File: src/rtl/hex4_scan_driver.sv
// Multiplexed driver for a 4-digit common-anode 7-segment display with double-buffered value.
// Optional LEADING_ZERO_BLANK_EN blanks leading zero digits (digit 0 always shown).
module hex4_scan_driver #(
  parameter int REFRESH_DIV = 100000
) (
  input  logic        clk,
  input  logic        rst,
  input  logic [15:0] value,
  input  logic [3:0]  dp_in,
  input  logic        load,
  output logic [3:0]  an,
  output logic [6:0]  seg,
  output logic        dp,
  output logic [1:0]  digit_sel,
  output logic        frame_done
);
  localparam int CW = (REFRESH_DIV > 2) ? $clog2(REFRESH_DIV) : 1;

  logic [CW-1:0] cnt;
  logic [1:0]    idx;
  logic [15:0]   stage_val, shadow_val;
  logic [3:0]    stage_dp, shadow_dp;
  logic          pending;
  logic          tc, fb;
  logic [3:0]    nib;
  logic [3:0]    blank;

  function automatic logic [6:0] hex_seg(input logic [3:0] n);
    case (n)
      4'h0: hex_seg = 7'b1000000;
      4'h1: hex_seg = 7'b1111001;
      4'h2: hex_seg = 7'b0100100;
      4'h3: hex_seg = 7'b0110000;
      4'h4: hex_seg = 7'b0011001;
      4'h5: hex_seg = 7'b0010010;
      4'h6: hex_seg = 7'b0000010;
      4'h7: hex_seg = 7'b1111000;
      4'h8: hex_seg = 7'b0000000;
      4'h9: hex_seg = 7'b0010000;
      4'hA: hex_seg = 7'b0001000;
      4'hB: hex_seg = 7'b0000011;
      4'hC: hex_seg = 7'b1000110;
      4'hD: hex_seg = 7'b0100001;
      4'hE: hex_seg = 7'b0000110;
      default: hex_seg = 7'b0001110;
    endcase
  endfunction

  assign tc  = (cnt == CW'(REFRESH_DIV - 1));
  assign fb  = tc && (idx == 2'd3);
  assign nib = shadow_val[{idx, 2'b00} +: 4];

  always_comb begin
    blank = '0;
`ifdef LEADING_ZERO_BLANK_EN
    // A digit blanks only while it and everything to its left is zero with no dp.
    blank[3] = (shadow_val[15:12] == 4'h0) && !shadow_dp[3];
    blank[2] = blank[3] && (shadow_val[11:8] == 4'h0) && !shadow_dp[2];
    blank[1] = blank[2] && (shadow_val[7:4]  == 4'h0) && !shadow_dp[1];
`endif
  end

  always_ff @(posedge clk) begin
    if (rst) begin
      cnt        <= '0;
      idx        <= '0;
      stage_val  <= '0;
      stage_dp   <= '0;
      shadow_val <= '0;
      shadow_dp  <= '0;
      pending    <= 1'b0;
      an         <= 4'b1111;
      seg        <= 7'b1111111;
      dp         <= 1'b1;
      digit_sel  <= 2'd0;
      frame_done <= 1'b0;
    end else begin
      if (tc) begin
        cnt <= '0;
        idx <= idx + 2'd1;
      end else begin
        cnt <= cnt + CW'(1);
      end

      // Shadow only changes at the frame boundary; a load in that cycle bypasses staging.
      if (fb) begin
        if (load) begin
          shadow_val <= value;
          shadow_dp  <= dp_in;
        end else if (pending) begin
          shadow_val <= stage_val;
          shadow_dp  <= stage_dp;
        end
        pending <= 1'b0;
      end else if (load) begin
        stage_val <= value;
        stage_dp  <= dp_in;
        pending   <= 1'b1;
      end

      frame_done <= fb;
      digit_sel  <= idx;
      if (blank[idx]) begin
        an  <= 4'b1111;
        seg <= 7'b1111111;
        dp  <= 1'b1;
      end else begin
        an  <= ~(4'b0001 << idx);
        seg <= hex_seg(nib);
        dp  <= ~shadow_dp[idx];
      end
    end
  end
endmodule

File: config.mk
export PLATFORM = sky130hd
export DESIGN_NAME = hex4_scan_driver
export DESIGN_NICKNAME = d
export VERILOG_FILES = /design/src/rtl/hex4_scan_driver.sv
export SDC_FILE = /design/constraint.sdc
export NUM_CORES = 1
export LEC_CHECK = 0
export CAP_MARGIN = 25
export CELL_PAD_IN_SITES_DETAIL_PLACEMENT = 0
export CELL_PAD_IN_SITES_GLOBAL_PLACEMENT = 1
export CORE_MARGIN = 10
export CORE_UTILIZATION = 45
export CTS_BUF_LIST = sky130_fd_sc_hd__clkbuf_8
export CTS_CLUSTER_SIZE = 40
export DETAILED_ROUTE_END_ITERATION = 8
export GPL_TIMING_DRIVEN = 0
export PLACE_DENSITY = 0.85
export REMOVE_ABC_BUFFERS = 1
export SKIP_CTS_REPAIR_TIMING = 1
export SLEW_MARGIN = 5
export SYNTH_ARGS = -nofsm -noshare
export SYNTH_HDL_FRONTEND = slang
export SYNTH_SLANG_ARGS = --single-unit
File: constraint.sdc
create_clock -name clk -period 2.7 [get_ports clk]
set_input_delay 0.54 -clock clk [delete_from_list [all_inputs] [get_ports clk]]
set_output_delay 0.54 -clock clk [all_outputs]
set_load 0.05 [all_outputs]
==> impl_results.html <==
<table>
<tr><th>Metric</th><th>Value</th></tr>
<tr><th colspan="2">Finish</th></tr>
<tr><td>Area delta synth-&gt;final</td><td>20.4%</td></tr>
<tr><td>Count of filler cells inserted in the layout</td><td>708</td></tr>
<tr><td>Final nets</td><td>438</td></tr>
<tr><td>Finished Core Util</td><td>55.3%</td></tr>
<tr><td>Count of inserted antenna diode cells</td><td>0</td></tr>
<tr><td>Fraction of final layout cells sized beyond drive strength 1</td><td>13.4%</td></tr>
<tr><th colspan="2">Synthesis</th></tr>
<tr><td>Library cell with the highest instance count after synthesis</td><td>sky130_fd_sc_hd__dfxtp_1</td></tr>
<tr><td>Leading cell types by total area after synthesis</td><td>sky130_fd_sc_hd__dfxtp_1 43%, sky130_fd_sc_hd__mux2_2 7.0%, sky130_fd_sc_hd__mux2i_1 6.2%</td></tr>
<tr><td>Sequential-to-total area share from yosys stat</td><td>42.6%</td></tr>
<tr><td>Count of flip-flops with a built-in enable after synthesis</td><td>0</td></tr>
<tr><td>Top cells by instance count after synthesis</td><td>75 x sky130_fd_sc_hd__dfxtp_1, 56 x sky130_fd_sc_hd__nand2_1, 26 x sky130_fd_sc_hd__inv_1</td></tr>
<tr><td>Post-synthesis cell count</td><td>378</td></tr>
<tr><td>Mapped Area</td><td>3530 µm²</td></tr>
<tr><td>Fraction of post-synthesis cell area in the top cell type by area</td><td>42.6%</td></tr>
<tr><td>Post-synthesis cell type count</td><td>44</td></tr>
<tr><td>Total number of yosys warnings</td><td>0</td></tr>
<tr><td>Ys flop type</td><td>sky130_fd_sc_hd__dfxtp_1</td></tr>
<tr><td>Async SR Flop Fraction</td><td>0%</td></tr>
<tr><td>Number of synthesized register bits</td><td>75</td></tr>
<tr><td>Leading area contributor after synthesis</td><td>sky130_fd_sc_hd__dfxtp_1</td></tr>
<tr><td>Syn Area/Cell</td><td>9.33 µm²</td></tr>
<tr><th colspan="2">Drt</th></tr>
<tr><td>Average detailed-routed wire length per instance</td><td>14.3 µm</td></tr>
<tr><td>Detailed router's first-iteration violation count</td><td>127</td></tr>
<tr><td>ANT nets after route</td><td>0</td></tr>
<tr><td>Vias per cell</td><td>5.33</td></tr>
<tr><td>DRC Markers</td><td>0</td></tr>
<tr><td>Routed wire length</td><td>7300 µm</td></tr>
<tr><td>Detailed-router iteration count before antenna repair</td><td>4</td></tr>
<tr><td>Via Count</td><td>2722</td></tr>
<tr><th colspan="2">Die</th></tr>
<tr><td>Die footprint</td><td>11800 µm²</td></tr>
<tr><td>Die height</td><td>109 µm</td></tr>
<tr><td>Horizontal die dimension</td><td>109 µm</td></tr>
<tr><td>Top-level I/O count</td><td>38</td></tr>
<tr><td>Initial core utilization</td><td>45.9%</td></tr>
<tr><td>Core area</td><td>7690 µm²</td></tr>
<tr><td>Standard-cell row count</td><td>32</td></tr>
<tr><th colspan="2">GRT</th></tr>
<tr><td>Global routing met2 resource utilization</td><td>21.5%</td></tr>
<tr><td>Overflow after GRT</td><td>0</td></tr>
<tr><td>Grt met3 use</td><td>2.68%</td></tr>
<tr><td>Vias in the first global route</td><td>2748</td></tr>
<tr><td>GRT Total Usage</td><td>13.0%</td></tr>
<tr><td>GRT busiest layer</td><td>met2</td></tr>
<tr><td>First-pass GRT wire length</td><td>12800 µm</td></tr>
<tr><td>M1 GR Usage</td><td>16.4%</td></tr>
<tr><td>Maximum number of pins on one net before global-route repair</td><td>30</td></tr>
<tr><td>Antenna violations before repair</td><td>0</td></tr>
<tr><th colspan="2">STA</th></tr>
<tr><td>Worst Max-Slew Pin Slew</td><td>0.862 ns</td></tr>
<tr><td>Setup repair after global routing missed its margin</td><td>false</td></tr>
<tr><td>Post-route setup TNS</td><td>0 ns</td></tr>
<tr><td>Setup slack after layout</td><td>0.262 ns</td></tr>
<tr><td>Fmax</td><td>0.410 GHz</td></tr>
<tr><td>Worst hold slack across all endpoints</td><td>0.441 ns</td></tr>
<tr><td>Finish-stage setup viols</td><td>0</td></tr>
<tr><td>Period minus WS final</td><td>2.44 ns</td></tr>
<tr><td>Post-route fraction of the period consumed by the critical path</td><td>90.3%</td></tr>
<tr><td>Final Hold Vio Count</td><td>0</td></tr>
<tr><td>Relative slew slack</td><td>42.5%</td></tr>
<tr><td>Clock tree skew after final layout</td><td>0.0151 ns</td></tr>
<tr><td>Max-slew violations</td><td>0</td></tr>
<tr><th colspan="2">Worst setup path</th></tr>
<tr><td>Category of the worst setup path capture point</td><td>register</td></tr>
<tr><td>CP Data Arrival Time</td><td>2.66 ns</td></tr>
<tr><td>Slowest cell on crit path</td><td>sky130_fd_sc_hd__dfxtp_1</td></tr>
<tr><td>Startpoint type of the worst setup path</td><td>register</td></tr>
<tr><td>Largest incremental delay on the critical path</td><td>0.65 ns</td></tr>
<tr><td>Critical path peak fanout</td><td>13</td></tr>
<tr><td>Critical Setup Path Class</td><td>reg -&gt; reg</td></tr>
<tr><td>Data required time of the worst path</td><td>2.92 ns</td></tr>
<tr><td>Cell chain of the critical path</td><td>ha_1, or4bb_1, o21a_1, buf_16, mux2i_1</td></tr>
<tr><th colspan="2">CTS</th></tr>
<tr><td>Clock transition time at the flip-flop clock pins of the worst setup and hold paths</td><td>0.08 ns</td></tr>
<tr><td>Maximum level of the CTS H-tree</td><td>3</td></tr>
<tr><td>CTS tree</td><td>done</td></tr>
<tr><td>Clock insertion delay at the later pin of the skew report</td><td>0.34 ns</td></tr>
<tr><td>TritonCTS Sinks</td><td>75</td></tr>
<tr><td>Maximum clock insertion buffer count</td><td>2</td></tr>
<tr><td>Inserted Clock Buffers</td><td>9</td></tr>
<tr><td>Cell chosen for the clock root</td><td>sky130_fd_sc_hd__clkbuf_8</td></tr>
<tr><th colspan="2">Power and ir drop</th></tr>
<tr><td>Power per cell area</td><td>544 nW/µm²</td></tr>
<tr><td>IR drop worst, VDD</td><td>0.289 mV</td></tr>
<tr><td>LEAKAGE</td><td>0.00155 µW</td></tr>
<tr><th colspan="2">Place</th></tr>
<tr><td>Port Buf Inserts</td><td>37</td></tr>
<tr><td>Half-perimeter wire length after placement</td><td>4890 µm</td></tr>
<tr><td>Placer congestion estimate</td><td>0.812</td></tr>
<tr><td>Pre-CTS WS</td><td>-1.20 ns</td></tr>
<tr><th colspan="2">Status</th></tr>
<tr><td>Run status</td><td>completed</td></tr>
<tr><th colspan="2">Flow run</th></tr>
<tr><td>Number of maximum-capacitance violations</td><td>0</td></tr>
<tr><th colspan="2">Worst hold path</th></tr>
<tr><td>Class of the most critical hold timing path</td><td>reg -&gt; reg</td></tr>
</table>
cell type report:
| cell class | count | area, µm² | area share (%) |
|---|---|---|---|
| Inverter | 27 | 105 | 2.47 |
| Sequential cell | 75 | 1500 | 35.3 |
| Multi-Input combinational cell | 249 | 1830 | 43.0 |
| Tap cell | 102 | 128 | 3.00 |
| Timing Repair Buffer | 42 | 463 | 10.9 |
| Clock buffer | 11 | 151 | 3.56 |
| Clock inverter | 5 | 75.1 | 1.77 |
per-layer routing:
layer | vias to the layer above | part of all wire [%]
li1 | 1382 | -
met1 | 1291 | 48
met2 | 39 | 46
met3 | 10 | 3.9
met4 | 0 | 1.3
met5 | - | 0
worst max-delay path, delay by kind of cell (launching register included):
family	cells	cell delay, ns
AOI/OAI and AO/OA	1	0.40
adders and majority gates	1	0.33
buffers and inverters	1	0.26
DFF	1	0.65
muxes	1	0.12
and+or+nand+nor	1	0.56
cell usage in the layout, fill, tap and decap left out, types with 2 or more instances in the layout:
cell,netlist,routed
sky130_fd_sc_hd__nand4_1,4,4
sky130_fd_sc_hd__o221ai_1,2,2
sky130_fd_sc_hd__inv_1,26,26
sky130_fd_sc_hd__bufinv_16,0,2
sky130_fd_sc_hd__clkbuf_8,0,11
sky130_fd_sc_hd__clkinv_2,0,3
sky130_fd_sc_hd__mux2i_1,22,22
sky130_fd_sc_hd__nand2_1,56,56
sky130_fd_sc_hd__o311ai_0,2,2
sky130_fd_sc_hd__ha_1,11,11
sky130_fd_sc_hd__a211oi_1,20,20
sky130_fd_sc_hd__nor2_1,18,18
sky130_fd_sc_hd__or3_1,4,4
sky130_fd_sc_hd__nand3_1,8,8
sky130_fd_sc_hd__mux2_2,22,22
sky130_fd_sc_hd__xor2_1,9,9
sky130_fd_sc_hd__o211ai_1,2,2
sky130_fd_sc_hd__clkdlybuf4s50_1,0,37
sky130_fd_sc_hd__buf_8,0,2
sky130_fd_sc_hd__o21ai_0,9,8
sky130_fd_sc_hd__nor4_1,20,20
sky130_fd_sc_hd__and3_1,4,4
sky130_fd_sc_hd__mux4_2,5,5
sky130_fd_sc_hd__nor3_1,2,2
sky130_fd_sc_hd__xnor2_1,2,2
sky130_fd_sc_hd__buf_16,0,2
sky130_fd_sc_hd__a21oi_1,9,9
sky130_fd_sc_hd__dfxtp_1,75,75
sky130_fd_sc_hd__and2_1,2,2
flip-flops by register name (all words and copies together), names as in the netlist:
signal	cells
stage_val	16
idx	2
cnt	17
seg	7
frame_done	1
shadow_val	16
shadow_dp	4
pending	1
stage_dp	4
digit_sel	2
dp	1
an	4
power by group:
group / internal (µW) / switching [µW]
registers: 1130 / 13.3
clock network: 567 / 407
logic: 97.2 / 94.9
logic make-up (layout without fill, tap and decap cells):
| logic type | Yosys count | after routing | share of synthesized area (%) |
|---|---|---|---|
| adders and majority gates | 11 | 11 | 3.90 |
| muxes | 49 | 49 | 16.5 |
| xor gates and xnor gates | 11 | 11 | 2.73 |
| AOI/OAI and AO/OA | 47 | 47 | 8.83 |
| DFF | 75 | 75 | 42.6 |
| and+or+nand+nor | 131 | 131 | 19.1 |
| buffers and inverters | 54 | 85 | 6.38 |
through the flow:
step / total power, µW / area, µm² / std cells
after floorplan: 1270 / 3400 / 351
after global placement: 1350 / 3900 / 490
after detailed placement: 1360 / 3970 / 493
after CTS: 2320 / 4200 / 509
after global routing: 2400 / 4250 / 511
final: 2310 / 4250 / 511
path summary, 6_finish.rpt:
kind	startpoint	end	slack [ns]	depth (start not counted)
max	idx[0]$_SDFFE_PP0P_	stage_val[4]$_SDFFE_PP0P_	0.26	5
min	cnt[0]$_SDFF_PP0_	cnt[0]$_SDFF_PP0_	0.44	1
max reg2reg	idx[0]$_SDFFE_PP0P_	stage_val[4]$_SDFFE_PP0P_	0.26	5
min reg2reg	cnt[0]$_SDFF_PP0_	cnt[0]$_SDFF_PP0_	0.44	1
Power figures use the tool's default switching activity.
